## src/rtl/alu_issue.sv

```systemverilog
// Operand-issue stage ahead of the 16-bit ALU: command FIFO, head presentation and a registered result slot.
// Define ALU_ISSUE_FLAGS_EN to add registered zero/carry flags next to the result.
module alu_issue #(
    parameter int DEPTH = 4
) (
    input  logic                   clk,
    input  logic                   rst,
    input  logic                   cmd_valid,
    output logic                   cmd_ready,
    input  logic [2:0]             cmd_op,
    input  logic [15:0]            cmd_a,
    input  logic [15:0]            cmd_b,
    output logic [2:0]             alu_select,
    output logic [15:0]            alu_a,
    output logic [15:0]            alu_b,
    input  logic [16:0]            alu_result,
    output logic                   res_valid,
    input  logic                   res_ready,
    output logic [16:0]            res_data,
    output logic [2:0]             res_op,
    output logic [$clog2(DEPTH):0] count
`ifdef ALU_ISSUE_FLAGS_EN
    ,
    output logic                   res_zero,
    output logic                   res_carry
`endif
);

    localparam int PW = $clog2(DEPTH);
    localparam int CW = PW + 1;
    localparam logic [CW-1:0] FULL = CW'(DEPTH);

    logic [2:0]  op_mem [DEPTH];
    logic [15:0] a_mem  [DEPTH];
    logic [15:0] b_mem  [DEPTH];

    logic [PW-1:0] wr_ptr_q, wr_ptr_d;
    logic [PW-1:0] rd_ptr_q, rd_ptr_d;
    logic [CW-1:0] count_q, count_d;
    logic          res_valid_q, res_valid_d;
    logic [16:0]   res_data_q, res_data_d;
    logic [2:0]    res_op_q, res_op_d;

    logic non_empty;
    logic push;
    logic issue;

    // Handshake decisions use registered state only, so cmd_ready never sees res_ready.
    assign non_empty = (count_q != '0);
    assign cmd_ready = (count_q != FULL);
    assign push      = cmd_valid && cmd_ready;
    assign issue     = non_empty && (!res_valid_q || res_ready);

    always_comb begin
        alu_select = 3'b000;
        alu_a      = 16'h0000;
        alu_b      = 16'h0000;
        if (non_empty) begin
            alu_select = op_mem[rd_ptr_q];
            alu_a      = a_mem[rd_ptr_q];
            alu_b      = b_mem[rd_ptr_q];
        end
    end

    always_comb begin
        wr_ptr_d    = wr_ptr_q;
        rd_ptr_d    = rd_ptr_q;
        count_d     = count_q;
        res_valid_d = res_valid_q;
        res_data_d  = res_data_q;
        res_op_d    = res_op_q;

        if (push) begin
            wr_ptr_d = wr_ptr_q + PW'(1);
        end

        if (issue) begin
            rd_ptr_d    = rd_ptr_q + PW'(1);
            res_valid_d = 1'b1;
            res_data_d  = alu_result;
            res_op_d    = op_mem[rd_ptr_q];
        end else if (res_valid_q && res_ready) begin
            res_valid_d = 1'b0;
        end

        case ({push, issue})
            2'b10:   count_d = count_q + CW'(1);
            2'b01:   count_d = count_q - CW'(1);
            default: count_d = count_q;
        endcase
    end

    // Storage is never reset; count and pointers decide what is live.
    always_ff @(posedge clk) begin
        if (push) begin
            op_mem[wr_ptr_q] <= cmd_op;
            a_mem[wr_ptr_q]  <= cmd_a;
            b_mem[wr_ptr_q]  <= cmd_b;
        end
    end

    always_ff @(posedge clk) begin
        if (rst) begin
            wr_ptr_q    <= '0;
            rd_ptr_q    <= '0;
            count_q     <= '0;
            res_valid_q <= 1'b0;
            res_data_q  <= '0;
            res_op_q    <= '0;
        end else begin
            wr_ptr_q    <= wr_ptr_d;
            rd_ptr_q    <= rd_ptr_d;
            count_q     <= count_d;
            res_valid_q <= res_valid_d;
            res_data_q  <= res_data_d;
            res_op_q    <= res_op_d;
        end
    end

`ifdef ALU_ISSUE_FLAGS_EN
    logic res_zero_q, res_zero_d;
    logic res_carry_q, res_carry_d;

    always_comb begin
        res_zero_d  = res_zero_q;
        res_carry_d = res_carry_q;
        if (issue) begin
            res_zero_d  = (alu_result[15:0] == 16'h0000);
            res_carry_d = alu_result[16];
        end
    end

    always_ff @(posedge clk) begin
        if (rst) begin
            res_zero_q  <= 1'b0;
            res_carry_q <= 1'b0;
        end else begin
            res_zero_q  <= res_zero_d;
            res_carry_q <= res_carry_d;
        end
    end

    assign res_zero  = res_zero_q;
    assign res_carry = res_carry_q;
`endif

    assign res_valid = res_valid_q;
    assign res_data  = res_data_q;
    assign res_op    = res_op_q;
    assign count     = count_q;

endmodule
```

## config.mk

```make
export PLATFORM = sky130hd
export DESIGN_NAME = alu_issue
export DESIGN_NICKNAME = d
export VERILOG_FILES = /design/src/rtl/alu_issue.sv
export SDC_FILE = /design/constraint.sdc
export NUM_CORES = 1
export LEC_CHECK = 0
export BUFFER_PORTS_ARGS = -buffer_cell sky130_fd_sc_hd__buf_2
export CAP_MARGIN = 20
export CORE_ASPECT_RATIO = 1.5
export CORE_MARGIN = 1.5
export CORE_UTILIZATION = 50
export CTS_CLUSTER_SIZE = 20
export DETAILED_ROUTE_END_ITERATION = 12
export PLACE_DENSITY_LB_ADDON = 0.25
export SLEW_MARGIN = 25
export SYNTH_ARGS = -nofsm -noshare
export SYNTH_HDL_FRONTEND = slang
export SYNTH_SLANG_ARGS = --single-unit
```

## constraint.sdc

```tcl
create_clock -name clk -period 2.2 [get_ports clk]
set_clock_uncertainty 0.2 [all_clocks]
set_input_delay 0.11 -clock clk [delete_from_list [all_inputs] [get_ports clk]]
set_output_delay 0.11 -clock clk [all_outputs]
set_load 0.1 [all_outputs]
```

Word-level counts from Yosys, hierarchy flattened --
Memories as Yosys holds them, arrays and structs flattened. A register that Yosys moved wholly into a read port is not among the register bits. Cells that the tools add are included.
Storage, ports and cells: bits in writable memories 140, word-level logic and storage cells 38, input bits 56, output and inout bits 60, flip-flop bits (word level) 28, latch bits 0, bits in read-only memories 0, memories kept 3
Operators by class: bitwise operators 0, eq/ne operators 3, shifts and indexed selects 0, reduce and logical (&&, ||, !) cells 8, div/mod/pow operators 0, mux-type cells 14, magnitude comparators 0, multipliers 0, $add $sub $neg 4
Memory list:
- a_mem | words 4, bits a word 16, read ports 1, clocked after memory_dff 1, wr ports 1, line 34 | logic [15:0] a_mem [DEPTH];
- b_mem | words 4, bits a word 16, read ports 1, clocked after memory_dff 1, wr ports 1, line 35 | logic [15:0] b_mem [DEPTH];
- op_mem | words 4, bits a word 3, read ports 1, clocked after memory_dff 1, wr ports 1, line 33 | logic [2:0] op_mem [DEPTH];
Operators with widths (number):
- two-way mux 16 bit | 2
- two-way mux 2 bit | 6
- one-hot mux 3 bit (2 select lines) | 1
- adder 2 x 1 -> 2 bit, second input constant | 2
- two-way mux 1 bit | 4
- nonzero test 2 bit | 2
- adder 3 x 1 -> 3 bit, second input constant | 1
- logical AND 1 bit | 3
- two-way mux 3 bit | 1
- != test 3 bit, second input constant | 1
- nonzero test 3 bit | 1
- subtractor 3 x 1 -> 3 bit, second input constant | 1
- equality test 2 x 1 -> 1 bit, second input constant | 1
- equality test 2 bit, second input constant | 1
- logical NOT 1 bit | 1
- logical OR 1 bit | 1

Depth between registers and ports, before layout --
Gate-level depths: netlist (run 1).
depth after elaboration 5, depth in mapped cells 9, mapped depth without buffers 8

Worst setup path before layout (run 1) --
Ideal clock, no wire load.
path kind reg2reg, start point register count_q[0], in the netlist count[0], end point memory a_mem[0][0], enable pin, required time 1.604 ns, setup time 0.396 ns, clock period less this slack 3.316 ns, slack -1.116 ns, path buffers 1, data arrival time 2.720 ns, cell stages (with the launch flop) 4, cells stage by stage dfxtp_1 -> or3b_1 -> buf_2 -> and3_1
On the way: longest elaborated chain between the ends 4
Ends and longest elaborated chain:
- start, declared | line 39 | logic [CW-1:0] count_q, count_d;
- start signal, assigned | line 113 | count_q <= count_d;
- != test 3 bit | line 50 | assign cmd_ready = (count_q != FULL);
- net cmd_ready | line 9 | output logic cmd_ready,
- logical AND 1 bit | line 51 | assign push = cmd_valid && cmd_ready;
- two-way mux 1 bit | line 95 | if (push) begin
- two-way mux 1 bit (not written as such) | line 97 | a_mem[wr_ptr_q] <= cmd_a;
- end, declared | line 34
The timed path passes the listed nets, and every way through them passes these cells.

==> results of run 1 <==
## cells in the mapped netlist (all sizes together), types with 2 or more instances
cell type	number
a21o	2
a21oi	27
and2	35
and3	4
buf	13
clkbuf	12
dfxtp	30
edfxtp	140
ha	5
inv	6
mux4	35
nand3	22
nor2	5
o21ai	22
or3	3
xor2	2
## timing repair
item,4_1_cts,5_1_grt
gates resized for setup,153,28
setup endpoints to repair,36,35
gates cloned,2,3
hold buffers,57,0
endpoints found under the hold margin,167,0
buffers inserted,4,0
pin swaps,1,0
## layout make-up
type                       count  area, µm²
sequential                   170       4820
fill                         782       3570
timing repair buffer         198       1960
multi-input combinational    171       1740
clock buffer                  19        433
tap                          159        199
clock inverter                13        145
inverter                       6       22.5
## layer usage
layer	wire length (µm)	global-route usage	part of all wire	vias to the layer above
li1	-	-	-	1831
met3	713	0.0508	0.049	30
met4	384	0.114	0.027	0
met1	5430	0.230	0.37	2032
met2	7960	0.375	0.55	131
met5	0	0	0	-
## worst paths after layout
| check | to | depth (start not counted) | slack (ns) | startpoint |
|---|---|---|---|---|
| min reg2reg | res_data[6] | 2 | 0.27 | res_data[6] |
| max | alu_b[11] | 4 | -0.06 | register |
| min | b_mem[2][5] | 2 | 0.24 | cmd_b[5] |
| max reg2reg | count[2] | 8 | -0.02 | count[0] |
## registers in the layout (all words and copies together) (netlist names), named ones only
| name | flops |
|---|---|
| res_valid | 1 |
| wr_ptr_q | 2 |
| count | 3 |
| a_mem | 64 |
| res_op | 3 |
| rd_ptr_q | 2 |
| res_data | 17 |
| op_mem | 12 |
| b_mem | 64 |
## stage by stage
| stage | worst slack, ns | setup TNS (ns) | utilization | instances |
|---|---|---|---|---|
| finish | -0.0637 | -0.983 | 0.723 | 736 |
| global route | -0.107 | -2.62 | 0.723 | 736 |
| CTS | -0.0802 | -0.474 | 0.710 | 733 |
| detailed placement | -0.00324 | -0.00324 | 0.578 | 638 |
| global placement | 0.0637 | 0 | 0.578 | 638 |
| floorplan | -0.324 | -11.87 | - | 371 |
## cells by family (layout without fill, tap and decap cells)
logic type	Yosys count	count (layout)	synth area share
compound gates	53	53	0.0432
buf+inv	31	236	0.0244
fa+ha+maj	6	6	0.0126
mux	35	35	0.120
xor+xnor	2	2	0.00267
simple gates	74	75	0.0657
flops	170	170	0.731
==> flow_metrics.env, run 1 <==
export IMPL_endpoint_kind="primary output"
export IMPL_routedWlPerCell_um=19.7
export IMPL_finalCritPeriodShare=1.03
export IMPL_synth_largest_area_cell="edfxtp_1"
export IMPL_fin_hold_ws_ns=0.236
export IMPL_synthArstFlopShare=0
export IMPL_initial_core_util=0.510
export IMPL_grt_overflow_total=0
export IMPL_min_delay_path_class="in2reg"
export IMPL_arrival_ns=1.95
export IMPL_die_h_um=143
export IMPL_cpPeakStageDelay_ns=0.50
export IMPL_clock_sinks=170
export IMPL_synth_top_area_frac=0.640
export IMPL_die_w_um=96.6
export IMPL_crit_required_ns=1.89
export IMPL_firstDrtPassIters=4
export IMPL_antenna_cells=0
export IMPL_rows=51
export IMPL_area_delta_synth_final_pct=41.9
export IMPL_clock_tree_buffer_depth=2
export IMPL_insertion_delay_ns=0.41
export IMPL_synthesis_nets=433
export IMPL_drive_gt1_frac=0.451
export IMPL_drv_slew=0
export IMPL_ys_seq_elements=170
export IMPL_cts_root_buffer="clkbuf_16"
export IMPL_tritoncts="done"
export IMPL_htree_levels=4
export IMPL_status="finished with violations"
export IMPL_synth_edff_count=140
export IMPL_synth_cell_area_um2=6570
export IMPL_yosys_warnings=0
export IMPL_num_vias=4024
export IMPL_hold_violations=0
export IMPL_mostFrequentLayoutCells="140 x edfxtp_1, 80 x buf_2, 57 x dlygate4sd3_1"
export IMPL_maxCapViolations=0
export IMPL_die_area_um2=13800
export IMPL_via_per_inst=5.47
export IMPL_fin_nets=626
export IMPL_setup_viol=34
export IMPL_hpwlAfterDp_um=7850
export IMPL_port_buffers=115
export IMPL_worstPathBufferInverterCount=2
export IMPL_fin_ws_ns=-0.0637
export IMPL_rsz0062_at_grt="yes"
export IMPL_globalRouteTotalUtil=0.213
export IMPL_syn_inst=371
export IMPL_routed_wl_um=14500
export IMPL_violations="setup timing"
export IMPL_path_cells="clkbuf_16 -> mux4_2 -> and2_4 -> buf_12"
export IMPL_num_io_pins=116
export IMPL_ys_seq_area_frac=0.731
export IMPL_finish_instance_area_um2=9320
export IMPL_slowest_stage="mux4_2"
export IMPL_drtIter0Drc=219
export IMPL_placed_area_um2=7450
export IMPL_ant_nets=0
export IMPL_grt_pass1_wl_um=21100
export IMPL_startpoint_type="register"
export IMPL_cts_buffers=17
export IMPL_final_common_cell="edfxtp_1"
export IMPL_antenna_found_initial=0
export IMPL_worst_slew_pin_slew_ns=0.569
export IMPL_yosysUniqueCellTypes=27
export IMPL_maxSlewHeadroom=0.620
export IMPL_avgSynthCellArea_um2=17.7
export IMPL_synth_ff_type="edfxtp_1"
export IMPL_cpLargestDelayFamily="multiplexers"
export IMPL_fin_crit_ns=2.26
export IMPL_grt_pass1_vias=4141
export IMPL_yosys_top_cells_area="edfxtp_1 64%, mux4_2 12%, dfxtp_1 9.1%"
export IMPL_gp_congestion=0.716
export IMPL_crit_type="reg2out"
export IMPL_crit_fanout=6
export IMPL_core_area_um2=12900
export IMPL_route_detailed_drc=0
export IMPL_clk_pin_slew_ns=0.06
export IMPL_fmax_mhz=442
export IMPL_grt_max_degree=31
Power of run 1 is left out: the tool's default activity adds up to more than one toggle a clock period on the data nets, which glitch-free logic cannot reach.
==> run 2, diff against run 1 <==
--- a/config.mk
+++ b/config.mk
@@ -12,7 +12,7 @@
 export CORE_UTILIZATION = 50
 export CTS_CLUSTER_SIZE = 20
 export DETAILED_ROUTE_END_ITERATION = 12
-export PLACE_DENSITY_LB_ADDON = 0.25
+export PLACE_DENSITY = 0.82
 export SLEW_MARGIN = 25
 export SYNTH_ARGS = -nofsm -noshare
 export SYNTH_HDL_FRONTEND = slang
==> flow_metrics.env, run 2 (synthesis results as in run 1) <==
export IMPL_status="finished with violations"
export IMPL_violations="setup timing"
export IMPL_fin_ws_ns=-0.0255
export IMPL_multiInputGateArea_um2=1770
export IMPL_endpoint_kind="register"
export IMPL_antenna_cells=0
export IMPL_cts_root_buffer="clkbuf_16"
export IMPL_routed_wl_um=14600
export IMPL_antenna_found_initial=0
export IMPL_gp_congestion=0.754
export IMPL_via_per_inst=5.45
export IMPL_area_delta_synth_final_pct=41.9
export IMPL_path_cells="or3b_4 -> nand2_4 -> ha_4 -> inv_2 -> fa_2 -> xor2_2 -> or3_1 -> a21oi_2"
export IMPL_crit_type="reg2reg"
export IMPL_setup_viol=2
export IMPL_cpPeakStageDelay_ns=0.42
export IMPL_insertion_delay_ns=0.41
export IMPL_hold_violations=0
export IMPL_num_io_pins=116
export IMPL_maxSlewHeadroom=0.615
export IMPL_drv_slew=0
export IMPL_clk_pin_slew_ns=0.07
export IMPL_routedWlPerCell_um=19.8
export IMPL_drive_gt1_frac=0.457
export IMPL_num_vias=4014
export IMPL_clock_tree_buffer_depth=2
export IMPL_grt_overflow_total=0
export IMPL_die_h_um=143
export IMPL_clock_sinks=170
export IMPL_worst_slew_pin_slew_ns=0.577
export IMPL_mostFrequentLayoutCells="140 x edfxtp_1, 80 x buf_2, 57 x dlygate4sd3_1"
export IMPL_arrival_ns=2.37
export IMPL_fin_crit_ns=2.23
export IMPL_crit_fanout=2
export IMPL_final_common_cell="edfxtp_1"
export IMPL_tritoncts="done"
export IMPL_seqCellArea_um2=4820
export IMPL_fin_nets=627
export IMPL_ant_nets=0
export IMPL_hpwlAfterDp_um=8050
export IMPL_rows=51
export IMPL_fillers=770
export IMPL_grt_max_degree=36
export IMPL_htree_levels=4
export IMPL_finalCritPeriodShare=1.01
export IMPL_fin_tns_setup_ns=-0.0383
export IMPL_core_area_um2=12900
export IMPL_slowest_stage="or3b_4"
export IMPL_port_buffers=115
export IMPL_firstDrtPassIters=4
export IMPL_min_delay_path_class="in2reg"
export IMPL_die_w_um=96.6
export IMPL_fin_hold_ws_ns=0.239
export IMPL_rsz0062_at_grt="yes"
export IMPL_maxCapViolations=0
export IMPL_route_detailed_drc=0
export IMPL_globalRouteTotalUtil=0.223
export IMPL_die_area_um2=13800
export IMPL_post_route_util=0.723
export IMPL_startpoint_type="register"
export IMPL_grt_pass1_vias=4257
export IMPL_cts_buffers=17
export IMPL_crit_required_ns=2.34
export IMPL_drtIter0Drc=190
export IMPL_initial_core_util=0.510
export IMPL_grt_pass1_wl_um=21800
export IMPL_fmax_mhz=449
-- run 2: area by class of cell --
class | instances | share of cell area
flip-flops and latches | 170 | 0.517
repair buffers | 197 | 0.207
multi-input cells | 173 | 0.189
clock buffers | 18 | 0.0460
well taps | 159 | 0.0213
clock inverters | 14 | 0.0172
inverters | 6 | 0.00242
-- run 2: worst paths after layout --
kind | start | to | slack [ns] | cells after the start
setup / recovery | count[0] | count[2] | -0.03 | 8
hold / removal | cmd_b[8] | b_mem[3][8] | 0.24 | 2
setup reg to reg | count[0] | count[2] | -0.03 | 8
hold reg to reg | res_data[5] | res_data[5] | 0.28 | 2
-- run 2: worst max-delay path: cells and delay by family (launching register included) --
kind | cells | cell delay (ns)
buffers and inverters | 1 | 0.03
AND/OR/NAND/NOR | 3 | 0.82
flip-flops | 1 | 0.34
adder cells (fa/ha/maj) | 2 | 0.47
AO/OA/AOI/OAI | 1 | 0.12
XOR/XNOR | 1 | 0.15
-- run 2: per-stage QoR --
step	worst slack (ns)	instance area (µm²)	std cells
floorplan	-0.324	6670	371
global placement	0.0694	7670	636
detailed placement	-0.0244	7670	636
CTS	-0.0743	9320	737
global route	-0.0824	9320	737
finish	-0.0255	9320	737
-- run 2: repair_timing --
item,4_1_cts,5_1_grt
hold buffers,57,0
gates cloned,5,0
buffers inserted,7,2
pin swaps,2,0
endpoints found under the hold margin,170,0
setup endpoints to repair,36,35
resized for setup,118,10
-- run 2: layer usage --
metal | track usage | part of all wire | vias up
met3 | 0.0556 | 0.039 | 13
met5 | 0 | 0 | -
li1 | - | - | 1837
met1 | 0.239 | 0.38 | 2041
met2 | 0.415 | 0.57 | 123
met4 | 0.0755 | 0.012 | 0
Power of run 2 is left out for the same reason.
==> run 3, diff against run 2 <==
--- a/config.mk
+++ b/config.mk
@@ -5,6 +5,7 @@
 export SDC_FILE = /design/constraint.sdc
 export NUM_CORES = 1
 export LEC_CHECK = 0
+export ABC_AREA = 1
 export BUFFER_PORTS_ARGS = -buffer_cell sky130_fd_sc_hd__buf_2
 export CAP_MARGIN = 20
 export CORE_ASPECT_RATIO = 1.5
@@ -13,7 +14,7 @@
 export CTS_CLUSTER_SIZE = 20
 export DETAILED_ROUTE_END_ITERATION = 12
 export PLACE_DENSITY = 0.82
-export SLEW_MARGIN = 25
+export SKIP_LAST_GASP = 1
 export SYNTH_ARGS = -nofsm -noshare
 export SYNTH_HDL_FRONTEND = slang
 export SYNTH_SLANG_ARGS = --single-unit
==> flow_metrics.env, run 3 <==
export IMPL_status="completed"
export IMPL_wl_met1_um=6390
export IMPL_gp_congestion=0.797
export IMPL_fin_crit_ns=2.18
export IMPL_drive_gt1_frac=0.282
export IMPL_antenna_found_initial=0
export IMPL_fin_nets=830
export IMPL_synthesis_nets=654
export IMPL_cts_buffers=17
export IMPL_crit_fanout=28
export IMPL_drtIter0Drc=326
export IMPL_synth_largest_area_cell="edfxtp_1"
export IMPL_grt_overflow_total=0
export IMPL_clk_pin_slew_ns=0.07
export IMPL_hold_path_startpoint="cmd_a[5]"
export IMPL_route_detailed_drc=0
export IMPL_avgSynthCellArea_um2=11.4
export IMPL_wl_met3_um=787
export IMPL_rrSetupSlack_ns=0.10
export IMPL_crit_required_ns=1.89
export IMPL_synthArstFlopShare=0
export IMPL_final_common_cell="nor2_1"
export IMPL_fmax_mhz=459
export IMPL_synth_ff_type="edfxtp_1"
export IMPL_tritoncts="done"
export IMPL_met2WireLength_um=8900
export IMPL_highest_layer="met4"
export IMPL_setup_viol=0
export IMPL_whs_path_depth=2
export IMPL_cts_root_buffer="clkbuf_16"
export IMPL_port_buffers=115
export IMPL_endpoint_kind="primary output"
export IMPL_rows=51
export IMPL_yosys_top_cells_area="edfxtp_1 62%, nor2_1 9.8%, dfxtp_1 8.9%"
export IMPL_die_w_um=98.0
export IMPL_syn_inst=592
export IMPL_ys_seq_area_frac=0.709
export IMPL_core_area_um2=13100
export IMPL_maxCapViolations=0
export IMPL_min_to="a_mem[0][5]"
export IMPL_grt_pass1_vias=5272
export IMPL_startpoint_type="register"
export IMPL_via_per_inst=5.37
export IMPL_maxSlewHeadroom=0.556
export IMPL_arrival_ns=1.87
export IMPL_min_delay_path_class="in2reg"
export IMPL_rsz0062_at_grt="yes"
export IMPL_routedWlPerCell_um=17.7
export IMPL_insertion_delay_ns=0.42
export IMPL_antenna_cells=0
export IMPL_synth_most_common_cell="nor2_1"
export IMPL_initial_core_util=0.518
export IMPL_num_io_pins=116
export IMPL_hold_violations=0
export IMPL_die_h_um=146
export IMPL_synthTopCellsByCount="177 x nor2_1, 140 x edfxtp_1, 58 x o21ai_0"
export IMPL_finalCritPeriodShare=0.991
export IMPL_ant_nets=0
export IMPL_crit_type="reg2out"
export IMPL_ys_seq_elements=170
export IMPL_clock_sinks=170
export IMPL_synth_cell_area_um2=6770
export IMPL_clock_tree_buffer_depth=2
export IMPL_globalRouteTotalUtil=0.233
export IMPL_drv_slew=0
export IMPL_regToRegStartpoint="count[2]"
export IMPL_synth_edff_count=140
export IMPL_synth_top_area_frac=0.621
export IMPL_area_delta_synth_final_pct=39.7
export IMPL_die_area_um2=14300
export IMPL_yosys_warnings=0
export IMPL_yosysUniqueCellTypes=23
export IMPL_hpwlAfterDp_um=9140
export IMPL_fin_hold_ws_ns=0.237
export IMPL_htree_levels=4
export IMPL_reg2reg_to="count[2]"
export IMPL_worst_slew_pin_slew_ns=0.665
export IMPL_num_vias=5046
export IMPL_mostFrequentLayoutCells="173 x nor2_1, 140 x edfxtp_1, 80 x buf_2"
export IMPL_firstDrtPassIters=5
export IMPL_grt_max_degree=71
export IMPL_routed_wl_um=16600
export IMPL_worst_r2r_path_depth=13
export IMPL_grt_pass1_wl_um=26100
## run 3: cell types whose count changed after synthesis, moves of 11 or more
cell      delta
nor2_1     +172
clkbuf_1    -11
mux4_2      -35
nand2_1     +34
nand3_1     -12
o21ai_0     +36
and2_1      -35
inv_1       +26
a21oi_1     +13
o21ai_1     +26
## run 3: how the worst max path moves through the flow
stage	to	cells past startpoint
3_3_place_gp	count[2]	13
4_1_cts	alu_a[1]	6
3_5_place_dp	count[2]	12
2_1_floorplan	alu_a[0]	5
6_report	alu_a[1]	6
5_1_grt	alu_b[11]	6
## run 3: worst max-delay path: stages, from the launching register on
cell	delay, ns
dfxtp_4	0.44
buf_12	0.20
nor2_1	0.08
nor2_1	0.13
o21ai_0	0.13
a21oi_2	0.25
buf_12	0.21
## run 3: layer usage
layer | GRT usage | vias up
met4 | 0.104 | 0
met5 | 0 | -
met2 | 0.417 | 203
met1 | 0.270 | 2427
li1 | - | 2370
met3 | 0.0427 | 46
## run 3: cell families after synthesis
kind of cell,count (synthesis),share of synthesized area
buffers and inverters,66,0.0556
and+or+nand+nor,226,0.131
AOI/OAI and AO/OA,124,0.0916
adders and majority gates,6,0.0122
DFF,170,0.709
## run 3: final cells by class
cell class	instances	area, µm²
Sequential cell	170	4830
Fill cell	802	3620
Timing Repair Buffer	187	1880
Multi-Input combinational cell	356	1800
Clock buffer	17	425
Tap cell	159	199
Clock inverter	15	180
Inverter	36	153
## run 3: through the flow
step	instances	setup WS, ns	util	TNS [ns]	instance area, µm²
after floorplan	592	-0.00674	-	-0.209	6990
after global placement	846	0.237	0.627	0	8210
after detailed placement	846	0.0662	0.627	0	8210
after CTS	933	0.00336	0.719	0	9400
after global routing	940	-0.0279	0.723	-0.0791	9460
final	940	0.0208	0.723	0	9460
## run 3: what timing repair did
item	4_1_cts	5_1_grt
setup endpoints to repair	32	23
hold buffers	55	1
pin swaps	1	8
setup buffers	0	6
gates resized for setup	11	3
endpoints found under the hold margin	161	1
Power of run 3 is left out for the same reason.
